File: config.mk
export PLATFORM = sky130hd
export DESIGN_NAME = ps2_key_decoder
export DESIGN_NICKNAME = d
export VERILOG_FILES = /design/src/rtl/vga_pkg.sv /design/src/rtl/ps2_rx.sv /design/src/rtl/ps2_key_decoder.sv
export SDC_FILE = /design/constraint.sdc
export NUM_CORES = 1
export LEC_CHECK = 0
export CAP_MARGIN = 20
export CORE_MARGIN = 2
export CORE_UTILIZATION = 60
export CTS_CLUSTER_DIAMETER = 100
export DETAILED_ROUTE_END_ITERATION = 8
export MAX_ROUTING_LAYER = met4
export PLACE_DENSITY = 0.88
export SETUP_SLACK_MARGIN = 0.02
export SYNTH_ARGS = -nofsm -noshare
export SYNTH_HDL_FRONTEND = slang
export SYNTH_SLANG_ARGS = --single-unit
File: constraint.sdc
create_clock -name clk -period 5.2 [get_ports clk]
set_input_delay 0.52 -clock clk [delete_from_list [all_inputs] [get_ports clk]]
set_output_delay 0.52 -clock clk [all_outputs]
set_load 0.05 [all_outputs]
File: src/rtl/vga_pkg.sv
// Key codes shared by every producer and consumer of game-key state.
package vga_pkg;

  localparam logic [3:0] key_NONE  = 4'h0;
  localparam logic [3:0] key_W     = 4'h1;
  localparam logic [3:0] key_A     = 4'h2;
  localparam logic [3:0] key_S     = 4'h3;
  localparam logic [3:0] key_D     = 4'h4;
  localparam logic [3:0] key_SPACE = 4'h5;
  localparam logic [3:0] key_E     = 4'h6;

endpackage

File: src/rtl/ps2_rx.sv
// PS/2 byte receiver: synchronisers, clock glitch filter, 11-bit framing,
// odd-parity check and partial-frame timeout.
module ps2_rx #(
  parameter int unsigned FILTER_LEN  = 8,
  parameter int unsigned TIMEOUT_CYC = 65000
) (
  input  logic       clk,
  input  logic       rst,
  input  logic       ps2_clk,
  input  logic       ps2_data,
  output logic [7:0] data,
  output logic       data_valid,
  output logic       err
);

  localparam int unsigned FW = $clog2(FILTER_LEN + 1);
  localparam int unsigned TW = $clog2(TIMEOUT_CYC + 1);

  logic [1:0]    clk_sync;
  logic [1:0]    dat_sync;
  logic          filt_clk;
  logic [FW-1:0] filt_cnt;
  logic          filt_done;
  logic          strobe;
  logic [3:0]    bit_cnt;
  logic [9:0]    shreg;
  logic [TW-1:0] idle_cnt;

  // The filtered clock flips on the FILTER_LEN-th consecutive differing sample;
  // a 1->0 flip is the bit strobe, taken in the same cycle.
  assign filt_done = (clk_sync[1] != filt_clk) && (filt_cnt == FW'(FILTER_LEN - 1));
  assign strobe    = filt_done && filt_clk;

  always_ff @(posedge clk) begin
    if (!rst) begin
      clk_sync   <= '1;
      dat_sync   <= '1;
      filt_clk   <= 1'b1;
      filt_cnt   <= '0;
      bit_cnt    <= '0;
      shreg      <= '0;
      idle_cnt   <= '0;
      data       <= '0;
      data_valid <= 1'b0;
      err        <= 1'b0;
    end else begin
      clk_sync   <= {clk_sync[0], ps2_clk};
      dat_sync   <= {dat_sync[0], ps2_data};
      data_valid <= 1'b0;
      err        <= 1'b0;

      if (clk_sync[1] == filt_clk) begin
        filt_cnt <= '0;
      end else if (filt_done) begin
        filt_clk <= clk_sync[1];
        filt_cnt <= '0;
      end else begin
        filt_cnt <= filt_cnt + 1'b1;
      end

      if (strobe) begin
        idle_cnt <= '0;
        if (bit_cnt == 4'd10) begin
          // shreg[0]=start, shreg[8:1]=data, shreg[9]=parity; dat_sync is stop
          bit_cnt <= '0;
          shreg   <= '0;
          if (!shreg[0] && dat_sync[1] && (^shreg[9:1])) begin
            data       <= shreg[8:1];
            data_valid <= 1'b1;
          end else begin
            err <= 1'b1;
          end
        end else begin
          shreg   <= {dat_sync[1], shreg[9:1]};
          bit_cnt <= bit_cnt + 1'b1;
        end
      end else if (bit_cnt != 4'd0) begin
        if (idle_cnt == TW'(TIMEOUT_CYC - 1)) begin
          bit_cnt  <= '0;
          shreg    <= '0;
          idle_cnt <= '0;
        end else begin
          idle_cnt <= idle_cnt + 1'b1;
        end
      end
    end
  end

endmodule

File: src/rtl/ps2_key_decoder.sv
// PS/2 keyboard front end: receives scan codes and tracks the held game key
// through make/break/extended prefix decoding.
module ps2_key_decoder
  import vga_pkg::*;
#(
  parameter int unsigned FILTER_LEN  = 8,
  parameter int unsigned TIMEOUT_CYC = 65000
) (
  input  logic       clk,
  input  logic       rst,
  input  logic       ps2_clk,
  input  logic       ps2_data,
  output logic [3:0] key,
  output logic [7:0] scan_code,
  output logic       scan_valid,
  output logic       frame_err
);

  localparam logic [7:0] SC_EXT   = 8'hE0;
  localparam logic [7:0] SC_BRK   = 8'hF0;
  localparam logic [7:0] SC_W     = 8'h1D;
  localparam logic [7:0] SC_A     = 8'h1C;
  localparam logic [7:0] SC_S     = 8'h1B;
  localparam logic [7:0] SC_D     = 8'h23;
  localparam logic [7:0] SC_SPACE = 8'h29;
  localparam logic [7:0] SC_E     = 8'h24;
  localparam logic [7:0] SC_X_UP  = 8'h75;
  localparam logic [7:0] SC_X_LT  = 8'h6B;
  localparam logic [7:0] SC_X_DN  = 8'h72;
  localparam logic [7:0] SC_X_RT  = 8'h74;

  typedef enum logic [1:0] {IDLE, EXT, BRK, EXT_BRK} state_t;

  state_t     state;
  logic [3:0] code_key;

  function automatic logic [3:0] map_code(input logic [7:0] code, input logic ext);
    logic [3:0] k;
    k = key_NONE;
    if (!ext) begin
      case (code)
        SC_W:     k = key_W;
        SC_A:     k = key_A;
        SC_S:     k = key_S;
        SC_D:     k = key_D;
        SC_SPACE: k = key_SPACE;
        SC_E:     k = key_E;
        default:  k = key_NONE;
      endcase
    end else begin
      case (code)
        SC_X_UP: k = key_W;
        SC_X_LT: k = key_A;
        SC_X_DN: k = key_S;
        SC_X_RT: k = key_D;
        default: k = key_NONE;
      endcase
    end
    return k;
  endfunction

  ps2_rx #(
    .FILTER_LEN  (FILTER_LEN),
    .TIMEOUT_CYC (TIMEOUT_CYC)
  ) u_rx (
    .clk        (clk),
    .rst        (rst),
    .ps2_clk    (ps2_clk),
    .ps2_data   (ps2_data),
    .data       (scan_code),
    .data_valid (scan_valid),
    .err        (frame_err)
  );

  always_comb begin
    code_key = map_code(scan_code, (state == EXT) || (state == EXT_BRK));
  end

  always_ff @(posedge clk) begin
    if (!rst) begin
      state <= IDLE;
      key   <= key_NONE;
    end else if (frame_err) begin
      state <= IDLE;
    end else if (scan_valid) begin
      unique case (state)
        IDLE: begin
          if (scan_code == SC_EXT) begin
            state <= EXT;
          end else if (scan_code == SC_BRK) begin
            state <= BRK;
          end else if (code_key != key_NONE) begin
            key <= code_key;
          end
        end
        EXT: begin
          if (scan_code == SC_BRK) begin
            state <= EXT_BRK;
          end else begin
            state <= IDLE;
            if (code_key != key_NONE) key <= code_key;
          end
        end
        BRK, EXT_BRK: begin
          state <= IDLE;
          if (code_key != key_NONE && code_key == key) key <= key_NONE;
        end
      endcase
    end
  end

endmodule

== Yosys cells after proc, flatten, opt, wreduce, memory -nomap -nowiden ==
Index checks and enable logic that the tools add are counted.
Widths: inputs -> output; s select.

* Output and inout bits: 14
* Register bits: 55
* Word-level logic and storage cells: 88

* Bitwise gates (word level): 3
* Muxes and demuxes: 23
* Reduce and logical (&&, ||, !) cells: 23
* Eq/ne operators: 24
* Add/sub/neg operators: 3

{| class="wikitable"
|+ Operator list
! cell !! number
|-
| $mux 10 || 4
|-
| $mux 4 || 9
|-
| $eq 8x7->1 const B || 4
|-
| $eq 8x5->1 const B || 3
|-
| $eq 8x6->1 const B || 3
|-
| $pmux 3 s6 || 1
|-
| $add 16x1->16 const B || 1
|-
| $eq 16x16->1 const B || 1
|-
| $eq 8x8->1 const B || 2
|-
| $mux 16 || 1
|-
| $pmux 3 s4 || 1
|-
| $pmux 4 s3 || 1
|-
| $reduce_xor 9->1 || 1
|-
| $add 4x1->4 const B || 2
|-
| $reduce_bool 4->1 || 2
|-
| $mux 2 || 3
|-
| $pmux 2 s3 || 1
|-
| $reduce_and 2->1 || 3
|-
| $reduce_and 3->1 || 2
|-
| $reduce_or 2->1 || 3
|-
| $logic_and 1x1->1 || 5
|-
| $eq 2x2->1 const B || 2
|-
| $eq 4x3->1 const B || 1
|-
| $eq 4x4->1 || 1
|-
| 14 further kinds || 19
|}

== Depth between registers and ports, before layout ==
Gate-level depths: netlist of run 1.

* Depth in word-level cells: 8
* Gate-level depth with buffers: 9
* Depth with buffers taken out: 8

== Hierarchy ==
From an unflattened synthesis of run 1, not the netlist that was laid out.

* Cells, all modules: 301
* Area, all modules: 2,785.2 sq um

{| class="wikitable"
|+ Modules (own cells, without submodules)
! module !! instances !! cells an instance !! area each (sq um)
|-
| ps2_rx || 1 || 217 || 2,090.8
|-
| ps2_key_decoder || 1 || 84 || 694.4
|}

== Least setup slack after synthesis of run 1 ==
Ideal clock, no wire load.

* Path kind: register to register
* Start: register u_rx.data[2]
* End: register key[2]
* Buffers on the path: 0
* Data arrival time: 2,176 ps
* Path slack: 2,894 ps
* Required time: 5,070 ps
* Stages on the path, launching flop included: 7
* Cells stage by stage: dfxtp_1 or3b_1 a2111o_1 a22o_1 a31o_1 nor3_2 a21oi_1

* Longest elaborated chain between the ends: 8

{| class="wikitable"
|+ Ends and longest elaborated chain
! element !! RTL line !! source
|-
| start: declaration || ps2_rx.sv:11 || <nowiki>output logic [7:0] data,</nowiki>
|-
| start signal: assignment || ps2_rx.sv:68 || <nowiki>data <= shreg[8:1];</nowiki>
|-
| $eq 8x6->1 (tied with other cells) || ps2_key_decoder.sv:41 || <nowiki>case (code)</nowiki>
|-
| $pmux 3 s6 / $pmux 3 s4 (equally long branches) || ps2_key_decoder.sv:41, ps2_key_decoder.sv:51 ||
|-
| $mux 4 || ps2_key_decoder.sv:40 || <nowiki>if (!ext) begin</nowiki>
|-
| $reduce_bool 4->1 || ps2_key_decoder.sv:92, ps2_key_decoder.sv:101, ps2_key_decoder.sv:106 ||
|-
| $mux 4 || ps2_key_decoder.sv:92, ps2_key_decoder.sv:101 ||
|-
| $mux 4 || ps2_key_decoder.sv:90 || <nowiki>end else if (scan_code == SC_BRK) begin</nowiki>
|-
| $mux 4 || ps2_key_decoder.sv:88 || <nowiki>if (scan_code == SC_EXT) begin</nowiki>
|-
| $pmux 4 s3 || ps2_key_decoder.sv:86 || <nowiki>unique case (state)</nowiki>
|-
| end signal: assignment || ps2_key_decoder.sv:93 || <nowiki>key <= code_key;</nowiki>
|-
| end signal: assignment || ps2_key_decoder.sv:101 || <nowiki>if (code_key != key_NONE) key <= code_key;</nowiki>
|-
| end signal: assignment || ps2_key_decoder.sv:106 || <nowiki>if (code_key != key_NONE && code_key == key) key <= key_NONE;</nowiki>
|-
| end: declaration || ps2_key_decoder.sv:13 || <nowiki>output logic [3:0] key,</nowiki>
|}

Several ways; a longest one is shown, not always the timed one. The select of a mux whose other input is x is not followed.
A chain may end at the register's enable or synchronous reset.

==> metrics.yaml, run 1 <==
status: "completed"
syn_area_sq_mm: 0.002506
syn_inst: 283
tightest_slew_ns: 0.9587
worst_clock_skew_ns: 0.006676
finalHoldViolCount: 0
grt_first_pass_wirelength_microns: 7948
fill_cells: 300
cp_data_required_time_ns: 5.44
ys_async_sr_fraction_pct: 0
r2r_setup_slack_ns: 2.86
startpoint_type: "primary input"
die-area_sq_mm: 0.004710
power.density_mw_per_mm2: 245.8
end_kind: "flop"
core_area_sq_mm: 0.004000
io_pins: 18
antenna_found_initial: 0
layout_common_cells: "dfxtp_1, nor2_1, nand3_1"
vias_per_cell: 5.812
clockBufferDepth: 2
synthFlopType: "dfxtp_1"
first_global_vias: 1709
p_total_w: 0.0006821
clock-sinks: 54
worstPathArrival_ns: 2.90
synth-warning-count: 0
drtAntennaViolNets: 0
cts_tree: "built"
fin_area_sq_mm: 0.002775
synth_edf_count: 0
synth_seq_cells: 54
area_growth_pct: 10.73
rsz0062_at_grt: "false"
drt_iter0_drc: 175
cts_resized: 0
firstDrtPassIters: 5
clkLatencyLatePin_ns: 0.30
yosys.area.top_type: "dfxtp_1"
crit_fanout: 29
rows: 23
dp_hpwl_microns: 3322
post_cts_buffers: 0
die_w_microns: 68.63
p_leak_nw: 1.003
hold_path.class: "reg -> reg"
track_usage_pct: 23.52
finalSetupViolCount: 0
path_clk_slew_ns: 0.09
peakVddDrop_uv: 273.2
start_util_pct: 62.65
synth_fp_nets: 292
placed_cells: 337
place_area_sq_mm: 0.002670
routedWlPerCell_microns: 13.80
wl_microns: 4760
cap_violations: 0
syn_area_per_cell_sq_um: 8.856
drive_above_1_share_pct: 4.407
fin_crit_ns: 2.654
cts-root-buf: "clkbuf_8"
seq_area_frac_synth_pct: 43.14
fin_cells: 345
finalNetCount: 303
n_antenna_cell: 0
yosysUniqueCellTypes: 49
fmax_ghz: 0.3768
gr-total-overflow: 0
drv_slew: 0
hold_slack_ns: 0.4299
layout_commonest_cell: "dfxtp_1"
critical_path_class: "in -> reg"
numCtsBuffers: 5
portBuffers: 16
cts.htree.levels: 2
synth.top_cell.area_share_pct: 43.14
die_h_microns: 68.63
synth.area.top_cells: "dfxtp_1, xor2_1, nor2_1"
routabilityCongestion: 0.7520
drcViolationCount: 0
tns_ns: 0
ctsHoldBuffers: 0
num_vias: 2005
finalCritPeriodShare_pct: 51.03
grt_max_degree: 30
slew_headroom_pct: 35.88
## cell usage after synthesis, drive strengths merged, types with 5 or more instances
library cell	n
xnor2	12
a22o	11
nand2	20
nor2	35
ha	5
o21ai	15
dfxtp	54
nor3	8
a21oi	6
nand3	24
inv	8
clkbuf	8
xor2	16
nand2b	7
## final timing paths
kind | startpoint | endpoint | cells after the start
setup / recovery | rst | u_rx.bit_cnt[3]$_SDFFE_PN0P_ | 5
hold / removal | u_rx.clk_sync[0]$_SDFF_PN1_ | u_rx.clk_sync[1]$_SDFF_PN1_ | 1
setup reg to reg | u_rx.bit_cnt[0]$_SDFFE_PN0P_ | u_rx.bit_cnt[1]$_SDFFE_PN0P_ | 7
hold reg to reg | u_rx.clk_sync[0]$_SDFF_PN1_ | u_rx.clk_sync[1]$_SDFF_PN1_ | 1
## critical path, cell delays in order
cell	delay [ns]
clkdlybuf4s50_1	1.10
inv_1	0.27
nor2_1	0.67
a21o_1	0.20
a22o_1	0.13
## cell type report
class	count	area, sq um	area share, %
Tap cell	50	62.56	2.254
Inverter	8	30.03	1.082
Timing Repair Buffer	16	160.2	5.771
Multi-Input combinational cell	209	1336	48.15
Clock buffer	7	96.34	3.472
Clock inverter	1	8.758	0.3156
Sequential cell	54	1081	38.95
## sequential cells by signal (all words and copies together), names as in the netlist
name,flops
u_rx.err,1
u_rx.filt_cnt,4
key,3
state,2
u_rx.data_valid,1
u_rx.clk_sync,2
u_rx.idle_cnt,16
u_rx.filt_clk,1
u_rx.dat_sync,2
u_rx.shreg,10
u_rx.bit_cnt,4
u_rx.data,8
## kinds of logic (layout without fill, tap and decap cells)
kind of cell | after synthesis | count (layout) | synth area share, %
flops | 54 | 54 | 43.14
xor+xnor | 29 | 29 | 10.68
buf+inv | 20 | 32 | 3.545
fa+ha+maj | 5 | 5 | 2.496
mux | 3 | 3 | 1.198
simple gates | 123 | 123 | 25.31
compound gates | 48 | 48 | 13.48
other cells | 1 | 1 | 0.1496
## per-layer routing
| layer | vias to the layer above | track usage (%) | part of all wire (%) |
|---|---|---|---|
| met5 | - | - | 0 |
| met4 | 0 | 7.250 | 0.92 |
| met3 | 4 | 5.357 | 4.1 |
| met2 | 60 | 35.34 | 45 |
| met1 | 933 | 31.59 | 50 |
| li1 | 1008 | - | - |
## through the flow
step / worst slack, ns / utilization (%)
floorplan: 2.894 / -
global placement: 2.395 / 66.75
detailed placement: 2.313 / 66.75
CTS: 2.563 / 69.38
global route: 2.309 / 69.38
finish: 2.546 / 69.38
## power breakdown
part,internal [W],leakage (nW),switching [W]
registers,0.000415,0.436,0.000000999
clock network,0.000122,0.0544,0.000130
logic,0.00000401,0.513,0.00000986
total,0.000541,1.00,0.000141
Power figures use the tool's default switching activity.
==> run 2, diff against run 1 <==
--- a/config.mk
+++ b/config.mk
@@ -7,11 +7,11 @@
 export LEC_CHECK = 0
 export CAP_MARGIN = 20
 export CORE_MARGIN = 2
-export CORE_UTILIZATION = 60
+export CORE_UTILIZATION = 52
 export CTS_CLUSTER_DIAMETER = 100
 export DETAILED_ROUTE_END_ITERATION = 8
 export MAX_ROUTING_LAYER = met4
-export PLACE_DENSITY = 0.88
+export PLACE_DENSITY = 0.82
 export SETUP_SLACK_MARGIN = 0.02
 export SYNTH_ARGS = -nofsm -noshare
 export SYNTH_HDL_FRONTEND = slang
==> constraint.sdc (replaced) <==
create_clock -name clk -period 2.3 [get_ports clk]
set_input_delay 0.23 -clock clk [delete_from_list [all_inputs] [get_ports clk]]
set_output_delay 0.23 -clock clk [all_outputs]
set_load 0.05 [all_outputs]
==> run 2 against run 1 <==
  * Clock skew rose by 0.0028 ns
  * Hold slack worse by 0.0084 ns
  * Sequential share of layout area fell by 1.2 points
  * Setup slack lost 2.3 ns
  * Combinational power rose by 140%
  * Clock power up 110%
  * Critical path type is now reg -> reg
  * Sequential cell count unchanged
  * Via count rose by 1.7%
==> metrics.yaml, run 2 (same netlist as run 1, synthesis figures left out) <==
vias_per_cell: 5.651  # was 5.812
die_h_microns: 73.42  # was 68.63 microns
routedWlPerCell_microns: 12.84  # was 13.80 microns
firstDrtPassIters: 4  # was 5
path_cells: "or3b_1 -> a2111o_1 -> a22o_1 -> a31o_1 -> nor3_2 -> a21oi_1"  # was clkdlybuf4s50_1 -> inv_1 -> nor2_1 -> a21o_1 -> a22o_1
path_clk_slew_ns: 0.09  # about the same
finalSetupViolCount: 0  # unchanged
clkLatencyLatePin_ns: 0.31  # was 0.30 ns
dp_hpwl_microns: 3447  # was 3322 microns
start_util_pct: 53.41  # was 62.65%
cpMaxStageDelayCell: "dfxtp_2"  # was clkdlybuf4s50_1
r2r-start: "u_rx.data[2]$_SDFFE_PN0P_"  # was u_rx.bit_cnt[0]$_SDFFE_PN0P_
n_antenna_cell: 0  # unchanged
r2r_cells: 6  # was 7
clockBufferDepth: 2  # unchanged
numCtsBuffers: 5  # unchanged
drt_iter0_drc: 114  # was 175
die-area_sq_mm: 0.005391  # was 0.004710 sq mm
hp-start: "u_rx.dat_sync[0]$_SDFF_PN1_"  # was u_rx.clk_sync[0]$_SDFF_PN1_
die_w_microns: 73.42  # was 68.63 microns
ctsHoldBuffers: 0  # unchanged
drive_above_1_share_pct: 8.795  # was 4.407%
cts.htree.levels: 2  # unchanged
cts-root-buf: "clkbuf_8"  # unchanged
peakVddDrop_uv: 401.3  # was 273.2 uV
hold_path.class: "reg -> reg"  # unchanged
rsz0062_at_grt: "false"  # unchanged
num_vias: 2040  # was 2005
drcViolationCount: 0  # unchanged
core_area_sq_mm: 0.004692  # was 0.004000 sq mm
finalHoldViolCount: 0  # unchanged
drv_slew: 0  # unchanged
finalNetCount: 315  # was 303
cp_data_required_time_ns: 2.48  # was 5.44 ns
hold_depth: 1  # unchanged
fin_util_pct: 61.09  # was 69.38%
clock-sinks: 54  # unchanged
whs_endpoint: "u_rx.dat_sync[1]$_SDFF_PN1_"  # was u_rx.clk_sync[1]$_SDFF_PN1_
fill_cells: 422  # was 300
status: "completed"  # unchanged
io_pins: 18  # unchanged
end_kind: "flop"  # unchanged
tightest_slew_ns: 0.5001  # was 0.9587 ns
tns_ns: 0  # unchanged
portBuffers: 16  # unchanged
layout_common_cells: "dfxtp_1, nor2_1, nand3_1"  # unchanged
max_stage_delay_ns: 0.41  # was 1.10 ns
antenna_found_initial: 0  # unchanged
drtAntennaViolNets: 0  # unchanged
gr-total-overflow: 0  # unchanged
routabilityCongestion: 0.8308  # was 0.7520
power.density_mw_per_mm2: 525.3  # was 245.8 mW/mm^2
worst_clock_skew_ns: 0.009445  # was 0.006676 ns
cap_violations: 0  # unchanged
fin_crit_ns: 2.074
area_growth_pct: 14.38  # was 10.73%
finalCritPeriodShare_pct: 90.18
cts_tree: "built"  # unchanged
worstPathArrival_ns: 2.26  # was 2.90 ns
wl_microns: 4634  # was 4760 microns
reg2reg_to: "key[2]$_SDFFE_PN0P_"  # was u_rx.bit_cnt[1]$_SDFFE_PN0P_
critical_path_class: "reg -> reg"  # was in -> reg
slew_headroom_pct: 66.55  # was 35.88%
startpoint_type: "flop"  # was primary input
r2r_setup_slack_ns: 0.23  # was 2.86 ns
grt_max_degree: 28  # was 30
top_regs: "u_rx.idle_cnt (16), u_rx.shreg (10), u_rx.data (8)"  # unchanged
layout_commonest_cell: "dfxtp_1"  # unchanged
grt_first_pass_wirelength_microns: 8093  # was 7948 microns
first_global_vias: 1843  # was 1709
p_leak_nw: 1.066  # was 1.003 nW
crit_fanout: 9  # was 29
track_usage_pct: 19.81  # was 23.52%
largest_reg_flops: 16  # unchanged
top_register: "u_rx.idle_cnt"  # unchanged
rows: 25  # was 23
fmax_ghz: 0.4821
==> run 2: changes by cell type in the layout (fill, tap and decap cells not counted), sizes merged <==
cell  change
buf      +12
==> run 2: worst max path at each step <==
stage | slack [ns] | end | depth (start not counted) | from
finish | 0.23 | key[2]$_SDFFE_PN0P_ | 6 | u_rx.data[2]$_SDFFE_PN0P_
global route | 0.07 | u_rx.bit_cnt[3]$_SDFFE_PN0P_ | 8 | u_rx.bit_cnt[0]$_SDFFE_PN0P_
CTS | 0.15 | u_rx.bit_cnt[3]$_SDFFE_PN0P_ | 8 | u_rx.bit_cnt[0]$_SDFFE_PN0P_
detailed placement | 0.17 | u_rx.bit_cnt[3]$_SDFFE_PN0P_ | 8 | u_rx.bit_cnt[0]$_SDFFE_PN0P_
global placement | 0.25 | u_rx.bit_cnt[3]$_SDFFE_PN0P_ | 8 | u_rx.bit_cnt[0]$_SDFFE_PN0P_
floorplan | 0.06 | key[2]$_SDFFE_PN0P_ | 7 | u_rx.data[0]$_SDFFE_PN0P_
==> run 2: critical path: cells and delay by family (launching register included) <==
kind	cells	cell delay [ns]
compound gates	4	1.00
simple gates	2	0.53
flops	1	0.41
==> run 2: what timing repair did <==
action,in CTS,in global routing
setup endpoints to repair,0,10
resized for setup,0,2
buffers inserted,0,0
hold endpoints to repair,0,0
==> run 2: final cells by class <==
cell class	count	area (sq um)	area share, %
clock inverters	1	5.005	0.1746
well taps	54	67.56	2.357
clock buffers	7	86.33	3.012
repair buffers	28	250.2	8.730
flip-flops and latches	54	1084	37.80
multi-input cells	209	1344	46.88
inverters	8	30.03	1.048
==> run 2: metal layers <==
metal,share of wire [%],GRT usage [%],routed length [microns]
met5,0,-,0
met4,2.3,8.283,108
met3,3.7,5.075,170
met2,47,31.43,2192
met1,47,23.97,2163
==> run 2: power breakdown <==
part	internal [W]	switching, W	total [W]
logic	0.0000114	0.0000222	0.0000336
registers	0.000938	0.00000186	0.000940
clock network	0.000243	0.000289	0.000532
==> run 2: through the flow <==
stage	std cells	setup slack [ns]	power (W)	instance area, sq um	hold WS [ns]
6_report	361	0.2259	0.001506	2867	0.4215
5_1_grt	361	0.06569	0.001556	2867	0.4389
4_1_cts	361	0.1542	0.001517	2859	0.4297
3_5_place_dp	353	0.1680	0.0009955	2768	0.4078
3_3_place_gp	353	0.2537	0.0009948	2768	0.3918
2_1_floorplan	283	0.06187	0.0009854	2509	0.3315
==> run 3, diff against run 2 <==
--- a/config.mk
+++ b/config.mk
@@ -9,6 +9,7 @@
 export CORE_MARGIN = 2
 export CORE_UTILIZATION = 52
 export CTS_CLUSTER_DIAMETER = 100
+export CTS_CLUSTER_SIZE = 30
 export DETAILED_ROUTE_END_ITERATION = 8
 export MAX_ROUTING_LAYER = met4
 export PLACE_DENSITY = 0.82
==> results of run 3 <==
Final layout, timing and power as in run 2 (identical DEF).
